`src/rtl/lcd_frame_writer.sv`:
```
// HD44780-style 4-bit LCD writer: runs the power-up init sequence, then redraws
// a 2x16 character frame from a snapshot of strdata on each refresh request.
module lcd_frame_writer #(
    parameter int T_PWR = 750000,
    parameter int T_EN  = 12,
    parameter int T_CMD = 2000,
    parameter int T_CLR = 82000
) (
    input  logic         clk,
    input  logic         rst,
    input  logic         refresh,
    input  logic [255:0] strdata,
    output logic         busy,
    output logic         lcd_rs,
    output logic         lcd_rw,
    output logic         lcd_e,
    output logic [3:0]   lcd_d
);

    function automatic int max2(input int a, input int b);
        return (a > b) ? a : b;
    endfunction

    localparam int T_MAX = max2(max2(T_PWR, T_EN), max2(T_CMD, T_CLR));
    localparam int TW    = $clog2(T_MAX + 1);

    typedef enum logic [2:0] {
        PWR_WAIT, INIT, IDLE, L1_ADDR, L1_CHAR, L2_ADDR, L2_CHAR
    } state_t;

    typedef enum logic [1:0] {PH_SETUP, PH_PULSE, PH_HOLD, PH_WAIT} phase_t;

    state_t          state, state_n;
    phase_t          phase, phase_n;
    logic [TW-1:0]   tmr, tmr_n;
    logic            nib_hi, nib_hi_n;
    logic [2:0]      step, step_n;
    logic [3:0]      cnt, cnt_n;
    logic            pending, pending_n;
    logic [255:0]    snap;

    logic [7:0]      cur_byte;
    logic            single;
    logic            clr_wait;
    logic [TW-1:0]   wait_last;
    logic            load;
    logic            writing;

    // NOTE: every signal driven in an always_comb gets a default first, so no path can infer a latch.
    always_comb begin
        cur_byte = 8'h00;
        unique case (state)
            INIT: begin
                unique case (step)
                    3'd0, 3'd1, 3'd2: cur_byte = 8'h30;
                    3'd3:             cur_byte = 8'h20;
                    3'd4:             cur_byte = 8'h28;
                    3'd5:             cur_byte = 8'h06;
                    3'd6:             cur_byte = 8'h0C;
                    default:          cur_byte = 8'h01;
                endcase
            end
            L1_ADDR: cur_byte = 8'h80;
            L1_CHAR: cur_byte = snap[{1'b1, ~cnt, 3'b000} +: 8];
            L2_ADDR: cur_byte = 8'hC0;
            L2_CHAR: cur_byte = snap[{1'b0, ~cnt, 3'b000} +: 8];
            default: cur_byte = 8'h00;
        endcase
    end

    assign writing   = (state != PWR_WAIT) && (state != IDLE);
    assign busy      = (state != IDLE);
    assign lcd_rw    = 1'b0;
    assign lcd_rs    = (state == L1_CHAR) || (state == L2_CHAR);
    assign lcd_e     = writing && (phase == PH_PULSE);
    assign lcd_d     = nib_hi ? cur_byte[7:4] : cur_byte[3:0];

    // The first four init writes are lone high nibbles; the 0x3 ones and clear need the long wait.
    assign single    = (state == INIT) && (step < 3'd4);
    assign clr_wait  = ((state == INIT) && (step < 3'd3)) || (!lcd_rs && cur_byte == 8'h01);
    assign wait_last = clr_wait ? TW'(T_CLR - 1) : TW'(T_CMD - 1);
    assign load      = (state == IDLE) && (refresh || pending);

    always_comb begin
        logic byte_done;
        state_n   = state;
        phase_n   = phase;
        tmr_n     = tmr;
        nib_hi_n  = nib_hi;
        step_n    = step;
        cnt_n     = cnt;
        pending_n = pending | (refresh && state != IDLE);
        byte_done = 1'b0;

        unique case (state)
            PWR_WAIT: begin
                if (tmr == TW'(T_PWR - 1)) begin
                    state_n  = INIT;
                    tmr_n    = '0;
                    phase_n  = PH_SETUP;
                    nib_hi_n = 1'b1;
                    step_n   = '0;
                end else begin
                    tmr_n = tmr + TW'(1);
                end
            end
            IDLE: begin
                if (load) begin
                    state_n   = L1_ADDR;
                    pending_n = 1'b0;
                    tmr_n     = '0;
                    phase_n   = PH_SETUP;
                    nib_hi_n  = 1'b1;
                    cnt_n     = '0;
                end
            end
            default: begin
                unique case (phase)
                    PH_SETUP: begin
                        phase_n = PH_PULSE;
                        tmr_n   = '0;
                    end
                    PH_PULSE: begin
                        if (tmr == TW'(T_EN - 1)) begin
                            phase_n = PH_HOLD;
                            tmr_n   = '0;
                        end else begin
                            tmr_n = tmr + TW'(1);
                        end
                    end
                    PH_HOLD: begin
                        if (tmr == TW'(T_EN - 1)) begin
                            tmr_n = '0;
                            if (nib_hi && !single) begin
                                nib_hi_n = 1'b0;
                                phase_n  = PH_SETUP;
                            end else begin
                                phase_n = PH_WAIT;
                            end
                        end else begin
                            tmr_n = tmr + TW'(1);
                        end
                    end
                    default: begin
                        if (tmr == wait_last) byte_done = 1'b1;
                        else                  tmr_n = tmr + TW'(1);
                    end
                endcase

                if (byte_done) begin
                    tmr_n    = '0;
                    phase_n  = PH_SETUP;
                    nib_hi_n = 1'b1;
                    unique case (state)
                        INIT: begin
                            if (step == 3'd7) state_n = IDLE;
                            else              step_n  = step + 3'd1;
                        end
                        L1_ADDR: state_n = L1_CHAR;
                        L1_CHAR: begin
                            cnt_n = cnt + 4'd1;
                            if (cnt == 4'd15) state_n = L2_ADDR;
                        end
                        L2_ADDR: state_n = L2_CHAR;
                        default: begin
                            cnt_n = cnt + 4'd1;
                            if (cnt == 4'd15) state_n = IDLE;
                        end
                    endcase
                end
            end
        endcase
    end

    always_ff @(posedge clk) begin
        if (!rst) begin
            state   <= PWR_WAIT;
            phase   <= PH_SETUP;
            tmr     <= '0;
            nib_hi  <= 1'b1;
            step    <= '0;
            cnt     <= '0;
            pending <= 1'b0;
        end else begin
            state   <= state_n;
            phase   <= phase_n;
            tmr     <= tmr_n;
            nib_hi  <= nib_hi_n;
            step    <= step_n;
            cnt     <= cnt_n;
            pending <= pending_n;
        end
    end

    // NOTE: the snapshot is pure data and keeps its contents through reset; only the load is gated.
    always_ff @(posedge clk) begin
        if (rst && load) snap <= strdata;
    end

endmodule
```
`config.mk`:
```
export PLATFORM = sky130hd
export DESIGN_NAME = lcd_frame_writer
export DESIGN_NICKNAME = d
export VERILOG_FILES = /design/src/rtl/lcd_frame_writer.sv
export SDC_FILE = /design/constraint.sdc
export NUM_CORES = 1
export LEC_CHECK = 0
export BUFFER_PORTS_ARGS = -buffer_cell sky130_fd_sc_hd__clkbuf_2
export CAP_MARGIN = 30
export CORE_MARGIN = 3
export CORE_UTILIZATION = 50
export CTS_CLUSTER_DIAMETER = 50
export DETAILED_ROUTE_END_ITERATION = 8
export HOLD_SLACK_MARGIN = 0.08
export PLACE_DENSITY = 0.74
export SYNTH_ARGS = -nofsm -noshare
export SYNTH_HDL_FRONTEND = slang
export SYNTH_SLANG_ARGS = --single-unit
```
`constraint.sdc`:
```
create_clock -name clk -period 14.6 [get_ports clk]
set_input_delay 0.73 -clock clk [delete_from_list [all_inputs] [get_ports clk]]
set_output_delay 0.73 -clock clk [all_outputs]
set_load 0.02 [all_outputs]
```
==> flow_summary.ini <==
[floorplanning]
die_area_mm2 = 0.0260
core_mm2 = 0.0236
row_count = 56
die_w_um = 161
die_height_um = 161
io_pins = 267
initial_core_util = 0.511

[setup_path]
cp_num_buf_inv = 2
crit_top_cell = mux4_2
r2r_slack_ns = 10.89
critical_path_class = reg -> out
crit_chain = buf_4 > mux4_2 > mux4_2 > and3_1 > nor4_1 > a21oi_1 > clkbuf_2
cp-end-kind = primary output
crit_fanout = 44
crit_arrival_ns = 3.64
critPathTopFamily = multiplexers
worst_ep_required_time_ns = 13.87
r2r-end = snap[95]
rr_startpoint = state[1]
slowest_stage = buf_4
crit_path_max_incr_delay_ns = 0.73
reg2regPathDepth = 5
cp-start-kind = register

[cells_and_area]
layout.nets = 1234
finish.instance_area_mm2 = 0.0148
post-route-util = 0.628
syn2layout_area_growth_pct = 23.0
mostFrequentLayoutCell = clkbuf_2
drive_gt1_frac = 0.430
mostFrequentLayoutCells = clkbuf_2 (265), edfxtp_1 (256), mux4_2 (70)
diodes = 0

[sta]
timing.final.crit_share = 0.299
tightest_slew_ns = 0.937
hold_viol = 0
drv_slew = 0
clock_skew_ns = 0.0241
rsz0062_at_grt = no
tns_ns = 0
final.min_clock_period_ns = 4.37
setup_viol_count_final = 0
maxSlewHeadroom = 0.375
max_freq_mhz = 229

[yosys]
synth_area_leaders = edfxtp_1 (64%), mux4_2 (13%), dfxtp_1 (5.6%)
yosysTopAreaCell = edfxtp_1
synth_nets = 959
synth_ff_type = edfxtp_1
syn_area_mm2 = 0.0121
ys_seq_area_frac = 0.694
syn-instance-count = 689
synthArstFlopShare = 0
yosysWarnings = 0
synth_top_area_share = 0.638
ys_ff_latch = 290
synth_cell_type_count = 67
synth-edff-count = 256
avgSynthCellArea_um2 = 17.5

[clock_network]
clk-insertion-delay-late_ns = 0.52
htreeDepth = 2
numCtsBuffers = 34
clkSlewWorstSetupHoldPaths_ns = 0.06
cts_resized = 0
clockBufferDepth = 3
cts_root_buf = clkbuf_16
cts_tree = done
post-cts-setup-buffers = 0
cts_hold_buf = 0
clock-sinks = 290

[hold_path]
hold_start = strdata[110]
min_path_cells = 1
min_path_type = in -> reg
worstHoldEndpoint = snap[110]

[pwr]
p_comb_frac = 0.025
total_power_mw = 1.75
power_switching_uw = 355
pwr-share-clk = 0.458
p_per_area_mw_per_mm2 = 118
vdd_ir_drop_max_v = 0.0000984
p_sw_frac = 0.204
p_seq_frac = 0.517
leakagePower_nw = 5.28
p_int_mw = 1.39

[placement]
hpwl_um = 19900
placed_cell_area_mm2 = 0.0137
gp_congestion = 0.845
io_buffers = 265

[drt]
vias = 7297
drt_iter0_markers = 707
drc = 0
wl_met1_um = 10300
wl_per_cell_um = 21.0
dr_wl_met2_um = 14300
firstDrtPassIters = 5
totalWireLength_um = 27500
wl_met3_um = 1850
avgViaCountPerCell = 5.58
drtAntennaViolNets = 0
top_layer_used = met4

[status]
status = finished, final reports clean

[job]
drv_cap = 0

[grt]
grt_pass1_vias = 7508
grt_usage = 0.213
grt_max_degree = 87
overflow = 0
grt_first_pass_wirelength_um = 41800
antenna_found_initial = 0
-- metrics by stage --
step           hold slack [ns]  setup WS (ns)  cells
6_report                 0.382          10.23   1307
2_1_floorplan            0.488           1.78    689
4_1_cts                  0.364          10.16   1306
3_5_place_dp             0.522          10.69   1246
3_3_place_gp             0.506          10.70   1245
5_1_grt                  0.360          10.01   1307
-- worst register-to-register path, cell delays in order, from the launching register on --
cell	delay [ns]
dfxtp_1	0.75
or3b_2	0.60
nor2_4	0.43
buf_4	0.75
buf_4	0.50
buf_16	0.32
-- cell usage after synthesis (3+ instances only) --
| library cell | number |
|---|---|
| buf_4 | 3 |
| ha_1 | 11 |
| and4_1 | 3 |
| or2_2 | 4 |
| nor2_1 | 28 |
| and3_1 | 5 |
| nand3_1 | 23 |
| edfxtp_1 | 256 |
| nand4_1 | 8 |
| mux4_2 | 70 |
| a31oi_1 | 6 |
| buf_2 | 10 |
| clkbuf_1 | 20 |
| inv_1 | 11 |
| o22ai_1 | 4 |
| or3_1 | 5 |
| or4_1 | 6 |
| xnor2_1 | 6 |
| o21ai_0 | 15 |
| a21oi_1 | 13 |
| mux2i_1 | 15 |
| mux2_2 | 4 |
| a211oi_1 | 5 |
| nor3_1 | 23 |
| o31ai_1 | 4 |
| nand2_1 | 32 |
| a311oi_1 | 5 |
| dfxtp_1 | 34 |
| xor2_1 | 9 |
| a21o_1 | 3 |
-- registers in the layout (all words and copies together) (netlist names) --
register  cells
step          3
nib_hi        1
cnt           4
snap        256
tmr          20
pending       1
phase         2
state         3
-- worst max-delay path by stage --
| stage | from | end | cells past startpoint |
|---|---|---|---|
| floorplan | state[1] | snap[0] | 4 |
| global placement | cnt[0] | lcd_d[1] | 6 |
| detailed placement | cnt[0] | lcd_d[1] | 6 |
| CTS | cnt[0] | lcd_d[1] | 6 |
| global route | cnt[0] | lcd_d[1] | 6 |
| finish | cnt[0] | lcd_d[0] | 7 |
-- cell families after synthesis --
family                     after synthesis  share of synthesized area
other                                    1                   0.000311
AOI/OAI and AO/OA                       81                     0.0514
and+or+nand+nor                        153                     0.0666
muxes                                   89                      0.147
buffers and inverters                   49                     0.0185
DFF                                    290                      0.694
adders and majority gates               11                     0.0114
xor gates and xnor gates                15                     0.0109
-- power by group through the flow --
stage | registers (mW) | clock network, mW | logic, mW
floorplan | 0.920 | 0 | 0.00402
global placement | 0.920 | 0 | 0.0438
detailed placement | 0.920 | 0 | 0.0439
CTS | 0.902 | 0.815 | 0.0441
global route | 0.902 | 0.855 | 0.0478
finish | 0.903 | 0.799 | 0.0436
-- area by class of cell --
| type | count | area [um2] |
|---|---|---|
| well taps | 319 | 399 |
| multi-input cells | 350 | 3470 |
| repair buffers | 276 | 1450 |
| clock inverters | 21 | 203 |
| fillers | 1718 | 8790 |
| flip-flops and latches | 290 | 8380 |
| clock buffers | 39 | 880 |
| inverters | 12 | 45.0 |
-- per-layer routing --
layer	vias up	global-route usage
met1	3575	0.273
met2	301	0.361
met5	-	0
met3	63	0.0433
met4	0	0.0856
li1	3358	-
(Power assumes the default switching activity.)
